### config.mk
export PLATFORM = sky130hd
export DESIGN_NAME = hs_rr_arbiter
export DESIGN_NICKNAME = d
export VERILOG_FILES = /design/src/rtl/hs_rr_arbiter.sv
export SDC_FILE = /design/constraint.sdc
export NUM_CORES = 1
export LEC_CHECK = 0
export ABC_AREA = 0
export BUFFER_PORTS_ARGS = -buffer_cell sky130_fd_sc_hd__buf_4
export CORE_AREA = 2 2 99 77
export CTS_CLUSTER_SIZE = 10
export DETAILED_ROUTE_END_ITERATION = 10
export DIE_AREA = 0 0 101 79
export GPL_ROUTABILITY_DRIVEN = 0
export PLACE_DENSITY = 0.76
export SYNTH_ARGS = -nofsm -noshare
export SYNTH_HDL_FRONTEND = slang
export SYNTH_SLANG_ARGS = --single-unit
### constraint.sdc
create_clock -name clk -period 1.8 [get_ports clk]
set_input_delay 0.09 -clock clk [delete_from_list [all_inputs] [get_ports clk]]
set_output_delay 0.09 -clock clk [all_outputs]
set_load 0.01 [all_outputs]
### src/rtl/hs_rr_arbiter.sv
// Round-robin arbiter merging NUM_REQ valid/ready masters onto one registered output stage.
// Defining ARB_STALL_CNT_EN adds a saturating stall_cnt output (cycles with m_valid=1 and m_ready=0).
module hs_rr_arbiter #(
    parameter int NUM_REQ = 4,
    parameter int DATA_W  = 32,
    parameter int IDX_W   = (NUM_REQ > 1) ? $clog2(NUM_REQ) : 1
) (
    input  logic                      clk,
    input  logic                      reset,
    input  logic [NUM_REQ*DATA_W-1:0] s_data,
    input  logic [NUM_REQ-1:0]        s_valid,
    output logic [NUM_REQ-1:0]        s_ready,
    output logic [DATA_W-1:0]         m_data,
    output logic                      m_valid,
    input  logic                      m_ready,
    output logic [IDX_W-1:0]          m_src
`ifdef ARB_STALL_CNT_EN
    ,
    output logic [15:0]               stall_cnt
`endif
);

    typedef enum logic [0:0] {
        ST_EMPTY = 1'b0,
        ST_FULL  = 1'b1
    } state_t;

    state_t              state_r;
    logic [IDX_W-1:0]    last_ptr_r;
    logic [IDX_W-1:0]    gnt_s;
    logic [IDX_W-1:0]    cand_s;
    logic                found_s;
    logic                can_load_s;
    logic                load_s;
    logic [DATA_W-1:0]   gnt_data_s;

    // Load is possible when the stage is empty or drains on this same edge.
    always_comb begin
        can_load_s = (state_r == ST_EMPTY) | ((state_r == ST_FULL) & m_ready);
        load_s     = can_load_s & (|s_valid) & ~reset;
    end

    // Rotating priority search: first requester after the last grant wins.
    always_comb begin
        gnt_s   = {IDX_W{1'b0}};
        cand_s  = {IDX_W{1'b0}};
        found_s = 1'b0;
        for (int k = 1; k <= NUM_REQ; k++) begin
            cand_s  = IDX_W'((int'(last_ptr_r) + k) % NUM_REQ);
            gnt_s   = (s_valid[cand_s] & ~found_s) ? cand_s : gnt_s;
            found_s = found_s | s_valid[cand_s];
        end
    end

    // Winner data mux and one-hot ready generation.
    always_comb begin
        gnt_data_s = {DATA_W{1'b0}};
        s_ready    = {NUM_REQ{1'b0}};
        for (int i = 0; i < NUM_REQ; i++) begin
            gnt_data_s = (gnt_s == IDX_W'(i)) ? s_data[i*DATA_W +: DATA_W] : gnt_data_s;
            s_ready[i] = load_s & (gnt_s == IDX_W'(i));
        end
    end

    // Output stage and grant pointer; a capture may coincide with a downstream accept.
    always_ff @(posedge clk) begin
        if (reset) begin
            state_r    <= ST_EMPTY;
            m_valid    <= 1'b0;
            m_data     <= {DATA_W{1'b0}};
            m_src      <= {IDX_W{1'b0}};
            last_ptr_r <= IDX_W'(NUM_REQ - 1);
        end else if (load_s) begin
            state_r    <= ST_FULL;
            m_valid    <= 1'b1;
            m_data     <= gnt_data_s;
            m_src      <= gnt_s;
            last_ptr_r <= gnt_s;
        end else if ((state_r == ST_FULL) & m_ready) begin
            state_r    <= ST_EMPTY;
            m_valid    <= 1'b0;
            m_data     <= m_data;
            m_src      <= m_src;
            last_ptr_r <= last_ptr_r;
        end else begin
            state_r    <= state_r;
            m_valid    <= m_valid;
            m_data     <= m_data;
            m_src      <= m_src;
            last_ptr_r <= last_ptr_r;
        end
    end

`ifdef ARB_STALL_CNT_EN
    logic [15:0] stall_cnt_r;

    assign stall_cnt = stall_cnt_r;

    // Saturating count of cycles where the downstream back-pressures a held word.
    always_ff @(posedge clk) begin
        if (reset) begin
            stall_cnt_r <= 16'h0000;
        end else if (m_valid & ~m_ready & (stall_cnt_r != 16'hFFFF)) begin
            stall_cnt_r <= stall_cnt_r + 16'h0001;
        end else begin
            stall_cnt_r <= stall_cnt_r;
        end
    end
`endif

endmodule

* Yosys cells after proc, flatten, opt, wreduce, memory -nomap -nowiden
Cells that the tools add are included.
** Word-level totals
- Output and inout bits :: 39
- Word-level logic and storage cells :: 54
- Input bits :: 135
- Bits in registers :: 37
** Cells by class
- Add/sub/neg operators :: 4
- Equal/unequal tests :: 3
- Reductions and logical operators :: 3
- Multiplexer cells :: 18
- Bitwise logic cells :: 18
- Magnitude comparators :: 4
** Operators with widths (count)
- 32-bit two-way mux :: 4
- 2-bit by 3-bit less-than comparator with 1-bit output (second input constant) :: 4
- 1-bit AND :: 10
- 1-bit binary-select mux with 2-bit select :: 4
- 2-bit two-way mux :: 4
- 1-bit two-way mux :: 6
- 1-bit inverter :: 5
- 2-bit by 1-bit adder with 2-bit output (second input constant) :: 2
- 2-bit adder (second input constant) :: 2
- 2-bit == test (second input constant) :: 2
- 4-bit OR reduction :: 1
- 1-bit bitwise OR :: 3
- 2-bit by 1-bit == test with 1-bit output (second input constant) :: 1
- 2-bit logical NOT :: 1
- 2-bit nonzero test :: 1

* Longest topological paths before layout
- Word-level depth :: 13
- Gate-level depth with buffers :: 7
- Mapped depth without buffers :: 5

* Worst setup path after synthesis
No wires, ideal clock.
- Path kind :: flip-flop to flip-flop
- Start :: reg last_ptr_r[0]
- End :: reg m_data[0]
- Path slack :: 0.134 ns
- Arrival :: 1.597 ns
- Buffers on the path :: 2
- Setup time :: 0.069 ns
- Period minus slack after synthesis :: 1.666 ns
- Required time :: 1.731 ns
- Cell stages (with the launch flop) :: 8
- Cell sequence :: dfxtp_1 -> nand2b_1 -> o21ai_1 -> a211o_1 -> buf_6 -> buf_4 -> mux2_1 -> o21ai_1
** On the way
- Cells in the longest elaborated chain, start to end :: 13
- Elaborated cells between the ends (all ways) :: 32
- Those cells by class :: add/sub: 4; eq/ne: 3; mux: 16; bitwise: 8; reduce/logical: 1
** Ends and longest elaborated chain
- start: declaration :: RTL line 29 : logic [IDX_W-1:0] last_ptr_r;
- start signal: assignment :: RTL line 72 : last_ptr_r <= IDX_W'(NUM_REQ - 1);
- start signal: assignment :: RTL line 78 : last_ptr_r <= gnt_s;
- start signal: assignment :: RTL line 84 : last_ptr_r <= last_ptr_r;
- 2-bit by 1-bit adder with 2-bit output / 2-bit adder (equally long branches) :: RTL line 49 : cand_s = IDX_W'((int'(last_ptr_r) + k) % NUM_REQ);
- 1-bit binary-select mux with 2-bit select :: RTL line 50, 51
- 1-bit two-way mux (not written as such) :: RTL line 50, 51
- 1-bit inverter / 1-bit bitwise OR (equally long branches) :: RTL line 50, 51
- 1-bit AND (tied with other cells) :: RTL line 50 : gnt_s = (s_valid[cand_s] & ~found_s) ? cand_s : gnt_s;
- 2-bit two-way mux (tied with other cells) :: RTL line 50
- 2-bit two-way mux / 1-bit AND (equally long branches) :: RTL line 50
- 2-bit two-way mux (*) :: RTL line 50
- 2-bit logical NOT :: RTL line 60 : gnt_data_s = (gnt_s == IDX_W'(i)) ? s_data[i*DATA_W +: DATA_W] : gnt_data_s;
- 32-bit two-way mux (3 in series) :: RTL line 60
- 32-bit two-way mux (*) :: RTL line 60
- end signal: assignment :: RTL line 70 : m_data <= {DATA_W{1'b0}};
- end signal: assignment :: RTL line 76 : m_data <= gnt_data_s;
- end signal: assignment :: RTL line 82 : m_data <= m_data;
- end: declaration :: RTL line 13 : output logic [DATA_W-1:0] m_data,
Mark *: on every way between the ends. The rest lies on a longest branch, timed or not. The select of a mux whose other input is x is not followed.
A chain may end at the register's enable or synchronous reset.

* Worst setup path after layout
- Start :: reg last_ptr_r[0]
- End :: out s_ready[1]
** On the way
- Cells in the longest elaborated chain, start to end :: 10
- Elaborated cells between the ends (all ways) :: 26
- Those cells by class :: add/sub: 4; eq/ne: 1; mux: 12; bitwise: 9
** Ends and longest elaborated chain
- 2-bit by 1-bit adder with 2-bit output / 2-bit adder (equally long branches) :: RTL line 49
- 1-bit binary-select mux with 2-bit select :: RTL line 50, 51
- 1-bit two-way mux (not written as such) :: RTL line 50, 51
- 1-bit inverter / 1-bit bitwise OR (equally long branches) :: RTL line 50, 51
- 1-bit AND (tied with other cells) :: RTL line 50
- 2-bit two-way mux (tied with other cells) :: RTL line 50
- 2-bit two-way mux / 1-bit AND (equally long branches) :: RTL line 50
- 2-bit two-way mux (*) :: RTL line 50
- 2-bit by 1-bit == test with 1-bit output (*) :: RTL line 61 : s_ready[i] = load_s & (gnt_s == IDX_W'(i));
- 1-bit AND (*) :: RTL line 61
- end: declaration :: RTL line 12 : output logic [NUM_REQ-1:0] s_ready,
Marks and branches as above.

==> impl_metrics.yaml <==
sta:
  slew_headroom_pct: 63.9
  hold_viol: 0
  period_share_pct: 96.8
  tns_ns: 0
  rsz0062_at_grt: "yes"
  setup_viol: 0
  hold_ws_ns: 0.125
  slew_violations: 0
  fmax_mhz: 574
  worst_pin_slew_ns: 0.537
  fin_crit_ns: 1.74
  skew_ns: 0.00284
clock_network:
  htreeDepth: 2
  tritoncts: "yes"
  clock_sinks: 37
  cts_root_buffer: "clkbuf_8"
  cts.clk_slew.worst_paths_ns: 0.07
  cts.path.max_buffers: 2
  clk_latency_ns: 0.28
  cts_buffers: 5
worst_hold_path:
  hp-class: "in -> reg"
logic_synthesis:
  async_reset_ff_share_pct: 0
  synth_edf_count: 0
  ys_warn_count: 0
  avgSynthCellArea_um2: 10.3
  ys_seq_area_share_pct: 28.3
  netlist_instances: 254
  synth_cell_type_count: 29
  synth.ff_latch_count: 37
  syn_area_um2: 2620
  synth_nets: 389
  synth-main-ff-cell: "dfxtp_1"
worst_setup_path:
  required_ns: 1.71
  arrival_ns: 1.65
  slowest_delay_ns: 0.39
  worstPathMaxFanout: 6
  crit_path_end_kind: "primary output"
  worst-setup-path-type: "reg -> out"
  critPathLaunchType: "flip-flop"
  slowest_stage: "a211o_2"
  critical_path.cell_chain: "nand2b_4 > o21ai_1 > a211o_2 > buf_12 > and2_1 > buf_4"
die:
  pin_count: 174
  die_area_um2: 7980
  initial_core_util_pct: 36.9
  die_y_um: 79
  coreArea_um2: 7090
  fp.dieW_um: 101
  rows: 27
route:
  antenna_left: 0
  post_drt_wl_per_cell_um: 14.2
  drc: 0
  drt-initial-drc-count: 44
  via_per_inst: 4.92
  vias: 2537
  routed_wl_um: 7330
  first_pass_iters: 4
global_route:
  grt_pass1_vias: 2409
  grt_use_total_pct: 17.2
  antenna_found_initial: 0
  grt_pass1_wl_um: 11000
  grt_max_degree: 33
  grt.overflow.total: 0
placement:
  numPortBuffers: 173
  dp_cells: 500
  hpwl_um: 5470
power_and_ir_drop:
  power.internal_w: 0.00216
  ir_worst_vdd_uv: 365
  p_per_area_nw_per_um2: 745
  p_clk_share_pct: 17.6
  swShare_pct: 30.7
  pwr-share-seq_pct: 33.0
  combPwrFrac_pct: 49.4
  leakage_nw: 2.01
  total_power_w: 0.00312
  p_sw_w: 0.000956
cells_and_area:
  areaGrowthSynthToFinish_pct: 59.5
  drive_gt1_share_pct: 57.6
  diodes: 0
  nFillCells: 610
  final_common_cell: "buf_4"
  finalNetCount: 563
  final_cells: 516
  mostFrequentLayoutCells: "180 x buf_4, 64 x mux2i_1, 35 x dfxtp_1, 32 x nand3b_1, 21 x o21ai_1"
  fin_util_pct: 58.9
flow_run:
  max_cap_viol_count: 0
outcome:
  status: "finished, final reports clean"
-- repair_timing --
item / 4_1_cts / 5_1_grt
pin swaps: 2 / 5
hold buffers: 0 / 0
setup buffers: 5 / 2
gates cloned: 1 / 1
endpoints found under the setup margin: 5 / 20
resized for setup: 4 / 9
-- worst max-delay path: cells and delay by family, from the launching register on --
kind / cells / cell delay (ns)
AOI/OAI and AO/OA: 2 / 0.45
buffers and inverters: 2 / 0.30
and+or+nand+nor: 2 / 0.27
DFF: 1 / 0.36
-- per-layer routing --
metal,track usage [%],share of wire (%),up-vias
met5,0,0,-
met4,3.92,0.78,0
met3,5.19,9.2,6
met2,32.6,50,109
met1,18.7,40,1148
li1,-,-,1274
-- power by group through the flow --
stage               Combinational [W]  Sequential (W)  Clock, W
global placement              0.00140         0.00104         0
floorplan                    0.000859         0.00110         0
detailed placement            0.00143         0.00105         0
CTS                           0.00151         0.00103  0.000574
global route                  0.00166         0.00104  0.000609
finish                        0.00154         0.00103  0.000547
-- per-stage QoR --
stage               instance area (um2)  setup WS [ns]
finish                             4180         0.0579
global route                       4180        -0.0255
CTS                                4130         0.0257
detailed placement                 3950        0.00107
global placement                   3950         0.0620
floorplan                          2620          0.134
-- layout make-up --
type	instances	area, um2	share of cell area (%)
multi-input combinational	193	1720	41.2
timing repair buffer	190	1520	36.4
sequential	37	743	17.8
tap	87	109	2.60
clock buffer	8	80.1	1.92
inverter	1	3.75	0.0898
-- synth_stat cells, types with 3 or more instances --
library cell   n  area share (%)
mux2i_1       64              24
dfxtp_1       37              28
nand3b_1      32             9.2
o21ai_1       22             4.2
mux2_2        15             6.4
mux2_4        15             8.6
o21ai_2       11             3.7
nor2_1         9             1.3
clkbuf_1       8             1.1
buf_4          6             1.7
nor3_1         6             1.1
buf_12         4             3.1
buf_2          3            0.57
nor2b_1        3            0.72
-- cell families after synthesis --
family	synth area share [%]
buffers and inverters	7.21
AO/OA/AOI/OAI	9.64
flip-flops	28.3
multiplexers	40.3
AND/OR/NAND/NOR	14.6
-- sequential cells by signal (all words and copies together) (netlist names) --
signal and cells:
m_data 32, last_ptr_r 2, m_src 2, state_r 1
-- final timing paths --
kind	from	endpoint	slack, ns	cells after the start
setup reg to reg	last_ptr_r[1]	m_data[29]	0.07	8
hold reg to reg	m_src[1]	m_src[1]	0.47	2
setup / recovery	last_ptr_r[0]	s_ready[1]	0.06	6
hold / removal	m_ready	state_r	0.12	4
Note: power is estimated with default switching activity, not from simulation.
